<file path="src/rtl/dds_sweep_ctrl.sv">
// Frequency-sweep sequencer for one DDS channel.
// In IDLE it forwards CPU-written frequency words. On start it steps the word
// from a start to a stop value with a programmable dwell, in single, sawtooth or
// triangle mode. Everything runs in the DDS clock domain; all outputs are registered.
//
// Handshake: there is no back-pressure. f_word_vld is a one-cycle pulse in the
// cycle f_word_out takes a new value; done and cfg_err are one-cycle pulses;
// busy is high exactly while the sequencer is in RUN (it doubles as the state flag).
module dds_sweep_ctrl #(
    parameter int FW_W    = 32,
    parameter int DWELL_W = 24
) (
    input  logic               clk,
    input  logic               rst,
    input  logic [FW_W-1:0]    manual_fw,
    input  logic               manual_wr,
    input  logic [FW_W-1:0]    cfg_start_fw,
    input  logic [FW_W-1:0]    cfg_stop_fw,
    input  logic [FW_W-1:0]    cfg_step_fw,
    input  logic [DWELL_W-1:0] cfg_dwell,
    input  logic [1:0]         cfg_mode,
    input  logic               start,
    input  logic               abort,
    output logic [FW_W-1:0]    f_word_out,
    output logic               f_word_vld,
    output logic               busy,
    output logic               done,
    output logic               cfg_err,
    output logic               dir_down
);

    typedef enum logic {
        ST_IDLE = 1'b0,
        ST_RUN  = 1'b1
    } state_t;

    localparam logic [1:0] MODE_SAW = 2'd1;
    localparam logic [1:0] MODE_TRI = 2'd2;
    localparam logic [DWELL_W-1:0] DWELL_ONE = {{(DWELL_W-1){1'b0}}, 1'b1};

    state_t state_q, state_d;

    logic [FW_W-1:0]    f_word_q, f_word_d;
    logic               vld_q, vld_d;
    logic               busy_q, busy_d;
    logic               done_q, done_d;
    logic               cfg_err_q, cfg_err_d;
    logic               dir_down_q, dir_down_d;
    logic [DWELL_W-1:0] cnt_q, cnt_d;

    // Shadow copies of the sweep configuration, frozen at start.
    logic [FW_W-1:0]    sh_start_q, sh_start_d;
    logic [FW_W-1:0]    sh_stop_q, sh_stop_d;
    logic [FW_W-1:0]    sh_step_q, sh_step_d;
    logic [DWELL_W-1:0] sh_dwell_q, sh_dwell_d;
    logic [1:0]         sh_mode_q, sh_mode_d;

    logic [FW_W:0]      up_sum;
    logic [FW_W-1:0]    dn_diff;
    logic               up_ok;
    logic               dn_ok;
    logic               cfg_bad;

    // Candidate next words; the extra sum bit catches wrap past all-ones.
    always_comb begin
        up_sum  = {1'b0, f_word_q} + {1'b0, sh_step_q};
        dn_diff = f_word_q - sh_step_q;
        up_ok   = !up_sum[FW_W] && (up_sum[FW_W-1:0] <= sh_stop_q);
        dn_ok   = (f_word_q >= sh_step_q) && (dn_diff >= sh_start_q);
        cfg_bad = (cfg_step_fw == '0) || (cfg_start_fw > cfg_stop_fw);
    end

    // Next-state and next-output logic; abort overrides everything else.
    always_comb begin
        state_d    = state_q;
        f_word_d   = f_word_q;
        vld_d      = 1'b0;
        busy_d     = busy_q;
        done_d     = 1'b0;
        cfg_err_d  = 1'b0;
        dir_down_d = dir_down_q;
        cnt_d      = cnt_q;
        sh_start_d = sh_start_q;
        sh_stop_d  = sh_stop_q;
        sh_step_d  = sh_step_q;
        sh_dwell_d = sh_dwell_q;
        sh_mode_d  = sh_mode_q;

        if (abort) begin
            state_d    = ST_IDLE;
            busy_d     = 1'b0;
            dir_down_d = 1'b0;
            f_word_d   = manual_fw;
            vld_d      = 1'b1;
        end else begin
            case (state_q)
                ST_IDLE: begin
                    if (start) begin
                        sh_start_d = cfg_start_fw;
                        sh_stop_d  = cfg_stop_fw;
                        sh_step_d  = cfg_step_fw;
                        sh_dwell_d = cfg_dwell;
                        sh_mode_d  = cfg_mode;
                        if (cfg_bad) begin
                            cfg_err_d = 1'b1;
                        end else begin
                            state_d    = ST_RUN;
                            f_word_d   = cfg_start_fw;
                            vld_d      = 1'b1;
                            busy_d     = 1'b1;
                            dir_down_d = 1'b0;
                            cnt_d      = cfg_dwell;
                        end
                    end else if (manual_wr) begin
                        f_word_d = manual_fw;
                        vld_d    = 1'b1;
                    end
                end
                ST_RUN: begin
                    if (cnt_q != '0) begin
                        cnt_d = cnt_q - DWELL_ONE;
                    end else begin
                        cnt_d = sh_dwell_q;
                        case (sh_mode_q)
                            MODE_SAW: begin
                                // Past the stop word the sawtooth restarts from the start word.
                                f_word_d = up_ok ? up_sum[FW_W-1:0] : sh_start_q;
                                vld_d    = 1'b1;
                            end
                            MODE_TRI: begin
                                // At a turn point reverse and take the first step the other way.
                                if (!dir_down_q) begin
                                    if (up_ok) begin
                                        f_word_d = up_sum[FW_W-1:0];
                                        vld_d    = 1'b1;
                                    end else begin
                                        dir_down_d = 1'b1;
                                        if (dn_ok) begin
                                            f_word_d = dn_diff;
                                            vld_d    = 1'b1;
                                        end
                                    end
                                end else begin
                                    if (dn_ok) begin
                                        f_word_d = dn_diff;
                                        vld_d    = 1'b1;
                                    end else begin
                                        dir_down_d = 1'b0;
                                        if (up_ok) begin
                                            f_word_d = up_sum[FW_W-1:0];
                                            vld_d    = 1'b1;
                                        end
                                    end
                                end
                            end
                            default: begin
                                // Single sweep (mode 0, and reserved mode 3).
                                if (up_ok) begin
                                    f_word_d = up_sum[FW_W-1:0];
                                    vld_d    = 1'b1;
                                end else begin
                                    done_d  = 1'b1;
                                    busy_d  = 1'b0;
                                    state_d = ST_IDLE;
                                end
                            end
                        endcase
                    end
                end
                default: state_d = ST_IDLE;
            endcase
        end
    end

    // State register.
    always_ff @(posedge clk or posedge rst) begin
        if (rst) begin
            state_q <= ST_IDLE;
        end else begin
            state_q <= state_d;
        end
    end

    // Output, counter and shadow registers.
    always_ff @(posedge clk or posedge rst) begin
        if (rst) begin
            f_word_q   <= '0;
            vld_q      <= 1'b0;
            busy_q     <= 1'b0;
            done_q     <= 1'b0;
            cfg_err_q  <= 1'b0;
            dir_down_q <= 1'b0;
            cnt_q      <= '0;
            sh_start_q <= '0;
            sh_stop_q  <= '0;
            sh_step_q  <= '0;
            sh_dwell_q <= '0;
            sh_mode_q  <= '0;
        end else begin
            f_word_q   <= f_word_d;
            vld_q      <= vld_d;
            busy_q     <= busy_d;
            done_q     <= done_d;
            cfg_err_q  <= cfg_err_d;
            dir_down_q <= dir_down_d;
            cnt_q      <= cnt_d;
            sh_start_q <= sh_start_d;
            sh_stop_q  <= sh_stop_d;
            sh_step_q  <= sh_step_d;
            sh_dwell_q <= sh_dwell_d;
            sh_mode_q  <= sh_mode_d;
        end
    end

    assign f_word_out = f_word_q;
    assign f_word_vld = vld_q;
    assign busy       = busy_q;
    assign done       = done_q;
    assign cfg_err    = cfg_err_q;
    assign dir_down   = dir_down_q;

endmodule

</file>
<file path="config.mk">
export PLATFORM = sky130hd
export DESIGN_NAME = dds_sweep_ctrl
export DESIGN_NICKNAME = d
export VERILOG_FILES = /design/src/rtl/dds_sweep_ctrl.sv
export SDC_FILE = /design/constraint.sdc
export NUM_CORES = 1
export LEC_CHECK = 0
export CAP_MARGIN = 20
export CELL_PAD_IN_SITES_DETAIL_PLACEMENT = 1
export CELL_PAD_IN_SITES_GLOBAL_PLACEMENT = 1
export CORE_MARGIN = 1.5
export CORE_UTILIZATION = 43
export DETAILED_ROUTE_END_ITERATION = 8
export PLACE_DENSITY = 0.84
export SLEW_MARGIN = 20
export SYNTH_ARGS = -nofsm -noshare
export SYNTH_HDL_FRONTEND = slang
export SYNTH_SLANG_ARGS = --single-unit
</file>
<file path="constraint.sdc">
create_clock -name clk -period 7.5 [get_ports clk]
set_input_delay 1.5 -clock clk [delete_from_list [all_inputs] [get_ports clk]]
set_output_delay 1.5 -clock clk [all_outputs]
set_load 0.01 [all_outputs]
</file>
==> summary by stage, run 1 <==
Min path
The number of instances on the worst hold path is 2. The start point of the worst min-delay path is sh_dwell_q[11]$_DFFE_PP0P_. The worst hold path belongs to the class reg2reg. The worst hold path endpoint is sh_dwell_q[11]$_DFFE_PP0P_.

Floorplan
The die is 198 microns tall. The width of the die is 198 microns. The area enclosed by the die boundary is 39200 sq um. The floorplan has 71 rows. In this run the standard cell core region covers 37600 sq um.

The effective utilization at floorplan is 0.436. The number of I/O pins is 196.

Setup path
The source of the worst register-to-register timing path is f_word_out[11]$_DFFE_PP0P_. The count of cells along the worst register-to-register path is 22. On the worst path, the slowest cell contributes a delay of 0.66 ns. The critical path data arrival time is 7.44 ns. The critical path is of the reg2reg type. The critical path crosses 22 cells after its start point.

Among cell families on the critical path, the largest total delay comes from compound AO/OA/AOI/OAI gates. STA classifies the critical path startpoint as a flop. STA classifies the critical path endpoint as a flop.

The cell type of the slowest stage on the worst timing path is nor3_1. The critical path goes through ha_1, nor3_1, nand2_1, a211oi_1, nor4_1, o21ba_2, o211a_1, a211oi_1, inv_1, ha_1, nand4_1, nor4_2, a22oi_1, o211ai_1, a31oi_1, o21a_1, nand2_1, buf_4, mux2i_1, a221oi_1, o311ai_0, a31oi_1. The required time of the critical path is 7.87 ns.

Of all nets on the critical path, the largest fanout is 36. In this run the critical register-to-register path is captured at f_word_out[8]$_DFFE_PP0P_. Counting both buffers and inverters, the worst setup path holds a total of 2. The register-to-register setup slack is 0.43 ns.

The origin of the worst setup path is f_word_out[11]$_DFFE_PP0P_.

Clock network
After clock tree synthesis, the repair step resized 0 gates. The number of CTS-inserted buffers is 17. The tree is rooted in a clkbuf_16. Clock latency on the worst-skew pair, taken at its later pin, is 0.51 ns. The number of clock sinks is 184. In this run the post-CTS setup repair buffer count came out at 0. The count of hold buffers inserted by post-cts repair is 0. TritonCTS built the clock tree. The number of H-tree branching levels is 4.

The clock transition at the registers of the reported paths is 0.08 ns. No sink is reached through more buffers than the 2 on the longest clock path.

STA
The total count of hold-check failures in the final report is 0. Clock skew on the completed layout was measured at 0.0156 ns. In this run the tightest slew margin relative to its limit is 0.248. Setup violations remaining at the end of the flow were counted as 0. The final cycle utilization of the critical path is 0.943. The final-report max-slew violation count is 0. Once routing completed, OpenROAD measured the worst setup slack at 0.426 ns. The worst path needs 7.07 ns of the cycle, external delays included. Static timing analysis puts the maximum clock frequency at 141 MHz. For the pin with the worst max-slew slack, the measured transition is 1.10 ns. Setup repair after global routing left no endpoint under its margin. The post-route setup TNS is 0 ns.

Logic synthesis
For this run, the register share of the synthesized area comes to 0.281. The count of cell types in the netlist is 96. The flip-flop and latch count after synthesis is 184. The synthesized cell area is 16400 sq um. The leading cell type by number of instances after synthesis is nand2_1.

The post-synthesis compound-gate area fraction was 0.286. The xor-xnor portion of the synthesized cell area is 0.0391. Of the total synthesized cell area, the portion taken by full adders, half adders and majority gates is 0.128. By area the synthesized netlist is led by dfrtp_1, ha_1, o21ai_0.

The synthesized design contains 0 enable-type register cells. For this run, asynchronously set or reset flops after synthesis account for 1.00. The multiplexer fraction of the synthesized cell area is 0.0161.

The yosys synthesis warning count is 0. Sorting the synthesized cells by how often they occur yields nand2_1, o21ai_0, inv_1, dfrtp_1, a21oi_1. The synthesized area divided by synthesized cell count is 7.78 sq um. The dominant combinational cell family by area after synthesis is compound AO/OA/AOI/OAI gates. When the netlist entered floorplanning its net count stood at 2430. The gate count after technology mapping is 2105. The cell type with the highest aggregate area in the netlist is dfrtp_1. Of the total synthesized cell area, the portion taken by AND, OR, NAND and NOR gates is 0.172.

In the synthesized netlist the dominant register cell turns out to be dfrtp_1. Of the post-synthesis cell area, the dominant cell type holds 0.281.

Layout
The growth of design area from synthesis to finish is 17.9%. In the final layout, the share of cells above drive strength 1 is 0.0517. The antenna cell count is 0.

Once layout is done, the placed cells without fillers occupy 19300 sq um. The final layout contains 2556 nets. The filler cells instantiated in the layout total 4629.

Power and ir drop
The sum of internal, switching and leakage power is 7340 uW. IR analysis of the VDD net gives a maximum drop of 290 uV. The static leakage is 0.00819 uW. The power density over the cells is 380 nW/um^2.

Route
Dividing the detail-routed wire length by the instance count gives 25.1 microns. Once detail routing completed, the nets flagged for antenna violations numbered 0. For this run, design rule violations remaining after detail routing come to 0. The vias after detailed routing is 17330. The first-pass iteration count of the detailed router is 7. Using the TritonRoute via totals, the vias-per-cell ratio works out to 6.29. The routed wire length is 69200 microns. The number of DRC markers in iteration 0 is 1274.

Placed design
Once detailed placement completed, the half-perimeter wirelength came to 52400 microns. Input and output buffers added on the ports amount to 195. The post-place setup slack is 0.625 ns. The instance area at placement is 18700 sq um.

The last weighted congestion value of the routability-driven placer is 0.977.

Flow run
The tool flagged a number of max-cap violations equal to 0.

GRT
The total routing usage reported by global routing is 0.358. The pin count of the biggest net entering global routing is 139. The first-pass GRT wire length is 105000 microns. The via count of the first global-routing pass was 17670. The total congestion overflow after global routing is 0. The number of antenna violations at the first check in global routing came to 0.

Run status
The run finished with clean final reports.
==> per-layer routing <==
layer | share of wire | track usage | vias to the layer above | wire, microns
li1 | - | - | 7771 | -
met1 | 0.43 | 0.473 | 8603 | 29500
met2 | 0.45 | 0.565 | 795 | 31300
met3 | 0.074 | 0.0625 | 161 | 5130
met4 | 0.046 | 0.174 | 0 | 3180
met5 | 0 | 0 | - | 0
==> layout make-up <==
type	instances	area (sq um)	share of cell area
multi-input cells	1610	10500	0.546
clock buffers	21	460	0.0239
well taps	511	639	0.0331
flip-flops and latches	184	4610	0.239
clock inverters	10	111	0.00577
inverters	189	719	0.0373
repair buffers	229	2230	0.116
==> state kept, by name (all words and copies together) (netlist names) <==
| register | count |
|---|---|
| sh_start_q | 32 |
| f_word_out | 32 |
| sh_dwell_q | 24 |
| f_word_vld | 1 |
| sh_stop_q | 32 |
| sh_mode_q | 2 |
| cnt_q | 24 |
| sh_step_q | 32 |
| busy | 1 |
| state_q | 1 |
| cfg_err | 1 |
| done | 1 |
| dir_down | 1 |
==> logic make-up (layout without fill, tap and decap cells) <==
kind of cell	Yosys count	count (layout)
AND/OR/NAND/NOR	621	621
XOR/XNOR	73	73
AO/OA/AOI/OAI	724	724
buffers and inverters	311	449
flip-flops	184	184
multiplexers	26	26
adder cells (fa/ha/maj)	166	166
==> worst register-to-register path: cells and delay by family (launching register included) <==
family,cells,cell delay (ns)
AO/OA/AOI/OAI,11,2.94
adder cells (fa/ha/maj),2,0.86
buffers and inverters,2,0.52
flip-flops,1,0.52
multiplexers,1,0.26
AND/OR/NAND/NOR,6,1.83
==> power breakdown <==
| part | internal [uW] | total, uW | switching (uW) | leakage [uW] |
|---|---|---|---|---|
| clock network | 480 | 944 | 464 | 0.000281 |
| logic | 1730 | 4950 | 3220 | 0.00569 |
| registers | 1190 | 1440 | 250 | 0.00222 |
==> layout by cell type (no fill, tap or decap), types with 6 or more instances in the layout <==
| cell | n |
|---|---|
| xor2_1 | 9 |
| xnor2_1 | 64 |
| a211oi_1 | 28 |
| o21ai_0 | 221 |
| o31ai_1 | 29 |
| nand2b_1 | 13 |
| a21oi_1 | 178 |
| o211ai_1 | 17 |
| nor4_1 | 27 |
| a22o_1 | 10 |
| o21a_1 | 16 |
| dfrtp_1 | 183 |
| a31oi_1 | 29 |
| a221oi_1 | 20 |
| a2111oi_0 | 6 |
| mux2i_1 | 24 |
| o31a_1 | 7 |
| a21o_1 | 23 |
| o21ai_1 | 6 |
| nor3_1 | 46 |
| o22ai_1 | 16 |
| a211o_1 | 8 |
| inv_1 | 184 |
| clkdlybuf4s50_1 | 195 |
| clkbuf_16 | 17 |
| nor2_1 | 148 |
| nor2b_1 | 16 |
| nand2_1 | 273 |
| a22oi_1 | 13 |
| o21bai_1 | 16 |
| buf_4 | 32 |
| ha_1 | 164 |
| nand3_1 | 29 |
| nand4_1 | 26 |
| o221ai_1 | 11 |
==> metrics by stage <==
| stage | util | hold WS, ns | std cells |
|---|---|---|---|
| after floorplan | - | 0.446 | 2105 |
| after global placement | 0.498 | 0.457 | 2723 |
| after detailed placement | 0.498 | 0.463 | 2723 |
| after CTS | 0.514 | 0.482 | 2754 |
| after global routing | 0.514 | 0.500 | 2754 |
| final | 0.514 | 0.478 | 2754 |
==> worst max path at each step <==
| stage | slack (ns) | to |
|---|---|---|
| finish | 0.43 | f_word_out[8]$_DFFE_PP0P_ |
| global route | 0.06 | f_word_out[21]$_DFFE_PP0P_ |
| CTS | 0.60 | f_word_out[21]$_DFFE_PP0P_ |
| detailed placement | 0.63 | f_word_out[8]$_DFFE_PP0P_ |
| global placement | 0.71 | f_word_out[17]$_DFFE_PP0P_ |
| floorplan | 1.0 | busy$_DFFE_PP0P_ |
Note: power is estimated with default switching activity, not from simulation.
==> inputs of run 2 (changes only) <==
==> constraint.sdc (replaced) <==
create_clock -name clk -period 6.7 [get_ports clk]
set_input_delay 1.34 -clock clk [delete_from_list [all_inputs] [get_ports clk]]
set_output_delay 1.34 -clock clk [all_outputs]
set_load 0.01 [all_outputs]
==> summary by stage, run 2 (synthesis gave the netlist of run 1 again) <==
Power and ir drop
The sum of internal, switching and leakage power is 8590 uW. IR analysis of the VDD net gives a maximum drop of 266 uV. The static leakage is 0.00854 uW. Power spread over the standard cell area amounts to 433 nW/um^2.

Run status
The run finished with clean final reports.

STA
The final-report max-slew violation count came to 0. For the pin with the worst max-slew slack, the measured transition is 1.09 ns. The largest clock skew in the final design is 0.0183 ns. Setup repair after global routing left no endpoint under its margin.

Adding up every negative setup slack in the final design gives 0 ns. The normalized max-slew margin is 0.263. The final cycle utilization of the critical path is 0.959. After layout, the minimum clock period comes to 6.42 ns. Setup violations remaining at the end of the flow were counted as 0. The total count of hold-check failures in the final report came to 0.

The maximum achievable frequency is 156 MHz.

Layout
The library cell used most frequently in the layout, excluding fill and tap cells, is nand2_1. The growth of design area from synthesis to finish is 21.2%. Fill cells in the final layout number 4627. Leaving out fill and tap cells, the most frequent cells in the layout are nand2_1, o21ai_0, clkdlybuf4s50_1. The final cell utilization of the core is 0.528. After the last flow step, the layout net total stands at 2624.

0 antenna diodes ended up in the layout. Of the cells placed in the final design, the portion with a size suffix greater than 1 is 0.0818.

Clock network
For the worst-skew pair, the clock arrives at the later sink with an insertion delay of 0.49 ns. Clock-pin slew was measured on the worst setup and hold paths at 0.08 ns. CTS built an H-tree with a depth of 4. The number of clock buffers added by TritonCTS is 17. Counting along the longest clock path gives a buffer depth of 2.

The TritonCTS clock tree is built. The count of hold buffers inserted by post-cts repair is 0. Counting every sink on the clock net gives 184. The clock root buffer master is clkbuf_16.

Route
The detailed router finished its first iteration with 1480 violations. The per-cell routed wire length is 25.0 microns. For this run, the detailed router's first-pass iteration total came to 7. The vias after detailed routing is 17585. The remaining routing DRC violations is 0. The number of vias per cell after detailed routing is 6.23. The remaining antenna violation count after routing is 0. The routed wire length is 70500 microns.

GRT
In the global route stage, overall resource usage came out at 0.363. The total overflow left after global routing is 0. The first-pass GRT wire length is 107000 microns. Entering global routing, the biggest net connects 120 pins. The number of antenna violations at the first check in global routing came to 0.

The via count of the first global-routing pass came to 17840.

Floorplan
The area of the core is 37600 sq um. The die is 198 microns tall. The die covers 39200 sq um.

The number of I/O pins is 196. The floorplan has 71 rows. The effective utilization at floorplan is 0.436.

The width of the die is 198 microns.

Flow run
Across the run, the number of max-cap violations was 0.

Setup path
At the worst endpoint, the required time is 7.04 ns. Among cell families on the critical path, the largest total delay comes from compound AO/OA/AOI/OAI gates. The endpoint kind of the worst setup timing path is a flop. For this run, the slowest stage of the critical path takes 0.63 ns.

The setup path with the least slack is of type reg2reg. The combined buffer and inverter count along the critical path is 2. The signal on the critical path passes through ha_1, nor3_1, nand2_1, a211oi_1, nor4_1, o21ba_2, o211a_1, o31ai_1, xnor2_1, buf_4, ha_1, nand4_1, nor4_4, a22oi_1, o211ai_1, a31oi_2, o21a_2, nand2_1, buf_4, nor2_1, o31ai_1, a31oi_1, a211oi_2. Data arrives at the worst endpoint at 6.76 ns. Among all stages on the critical path, the largest delay is contributed by nor3_1. The maximum fanout encountered on the critical timing path is 14. The setup check on the worst reg-to-reg path leaves a slack of 0.28 ns. The critical path startpoint category is a flop.

Placed design
The wire-length estimate of the detail-placed layout is 53700 microns. Routability-driven placement finished with a final weighted congestion of 0.952. The count of buffers added on input and output ports is 195.

Min path
The worst min-delay path class is reg2reg.
==> run 2: metrics by stage <==
| step | cells | instance area [sq um] | hold slack, ns | setup WS [ns] |
|---|---|---|---|---|
| floorplan | 2105 | 16400 | 0.446 | 0.360 |
| global placement | 2788 | 19200 | 0.457 | 0.215 |
| detailed placement | 2788 | 19200 | 0.462 | 0.0242 |
| CTS | 2819 | 19800 | 0.482 | 0.150 |
| global route | 2822 | 19800 | 0.497 | 0.000950 |
| finish | 2822 | 19800 | 0.480 | 0.278 |
==> run 2: worst min-delay path, stage by stage, from the launching register on <==
cell and delay, ns:
dfrtp_1 0.35, nand2_1 0.05, nand2_1 0.05
==> run 2: what timing repair did <==
action	4_1_cts	5_1_grt
setup buffers	0	3
resized for setup	1	6
endpoints found under the setup margin	1	23
pin swaps	0	3
cloned	0	0
==> run 2: final timing paths <==
| check | start | endpoint | cells after the start |
|---|---|---|---|
| worst max register to register | f_word_out[10]$_DFFE_PP0P_ | f_word_out[11]$_DFFE_PP0P_ | 23 |
| worst max-delay path | f_word_out[10]$_DFFE_PP0P_ | f_word_out[11]$_DFFE_PP0P_ | 23 |
| max in group asynchronous | rst | sh_step_q[14]$_DFFE_PP0P_ | 3 |
| min in group asynchronous | rst | sh_dwell_q[5]$_DFFE_PP0P_ | 2 |
| worst min-delay path | sh_dwell_q[11]$_DFFE_PP0P_ | sh_dwell_q[11]$_DFFE_PP0P_ | 2 |
| worst min register to register | sh_dwell_q[11]$_DFFE_PP0P_ | sh_dwell_q[11]$_DFFE_PP0P_ | 2 |
==> run 2: metal layers <==
layer	vias up	share of wire	routed length, microns	track usage
met5	-	0	0	0
met4	0	0.046	3270	0.168
met3	158	0.074	5230	0.0562
met2	738	0.46	32200	0.574
met1	8780	0.42	29800	0.485
li1	7909	-	-	-
==> run 2: where the power goes <==
| group | switching, uW | total [uW] | internal (uW) |
|---|---|---|---|
| sequential | 223 | 1560 | 1330 |
| combinational | 3750 | 5980 | 2230 |
| clock | 523 | 1050 | 528 |
| total | 4500 | 8590 | 4100 |
==> run 2: final cells by class <==
cell class	count	area, sq um	area share
clock inverter	11	111	0.00561
clock buffer	20	447	0.0225
multi-input combinational	1610	10600	0.532
timing repair buffer	297	2760	0.139
tap	511	639	0.0322
inverter	189	719	0.0363
sequential	184	4610	0.232
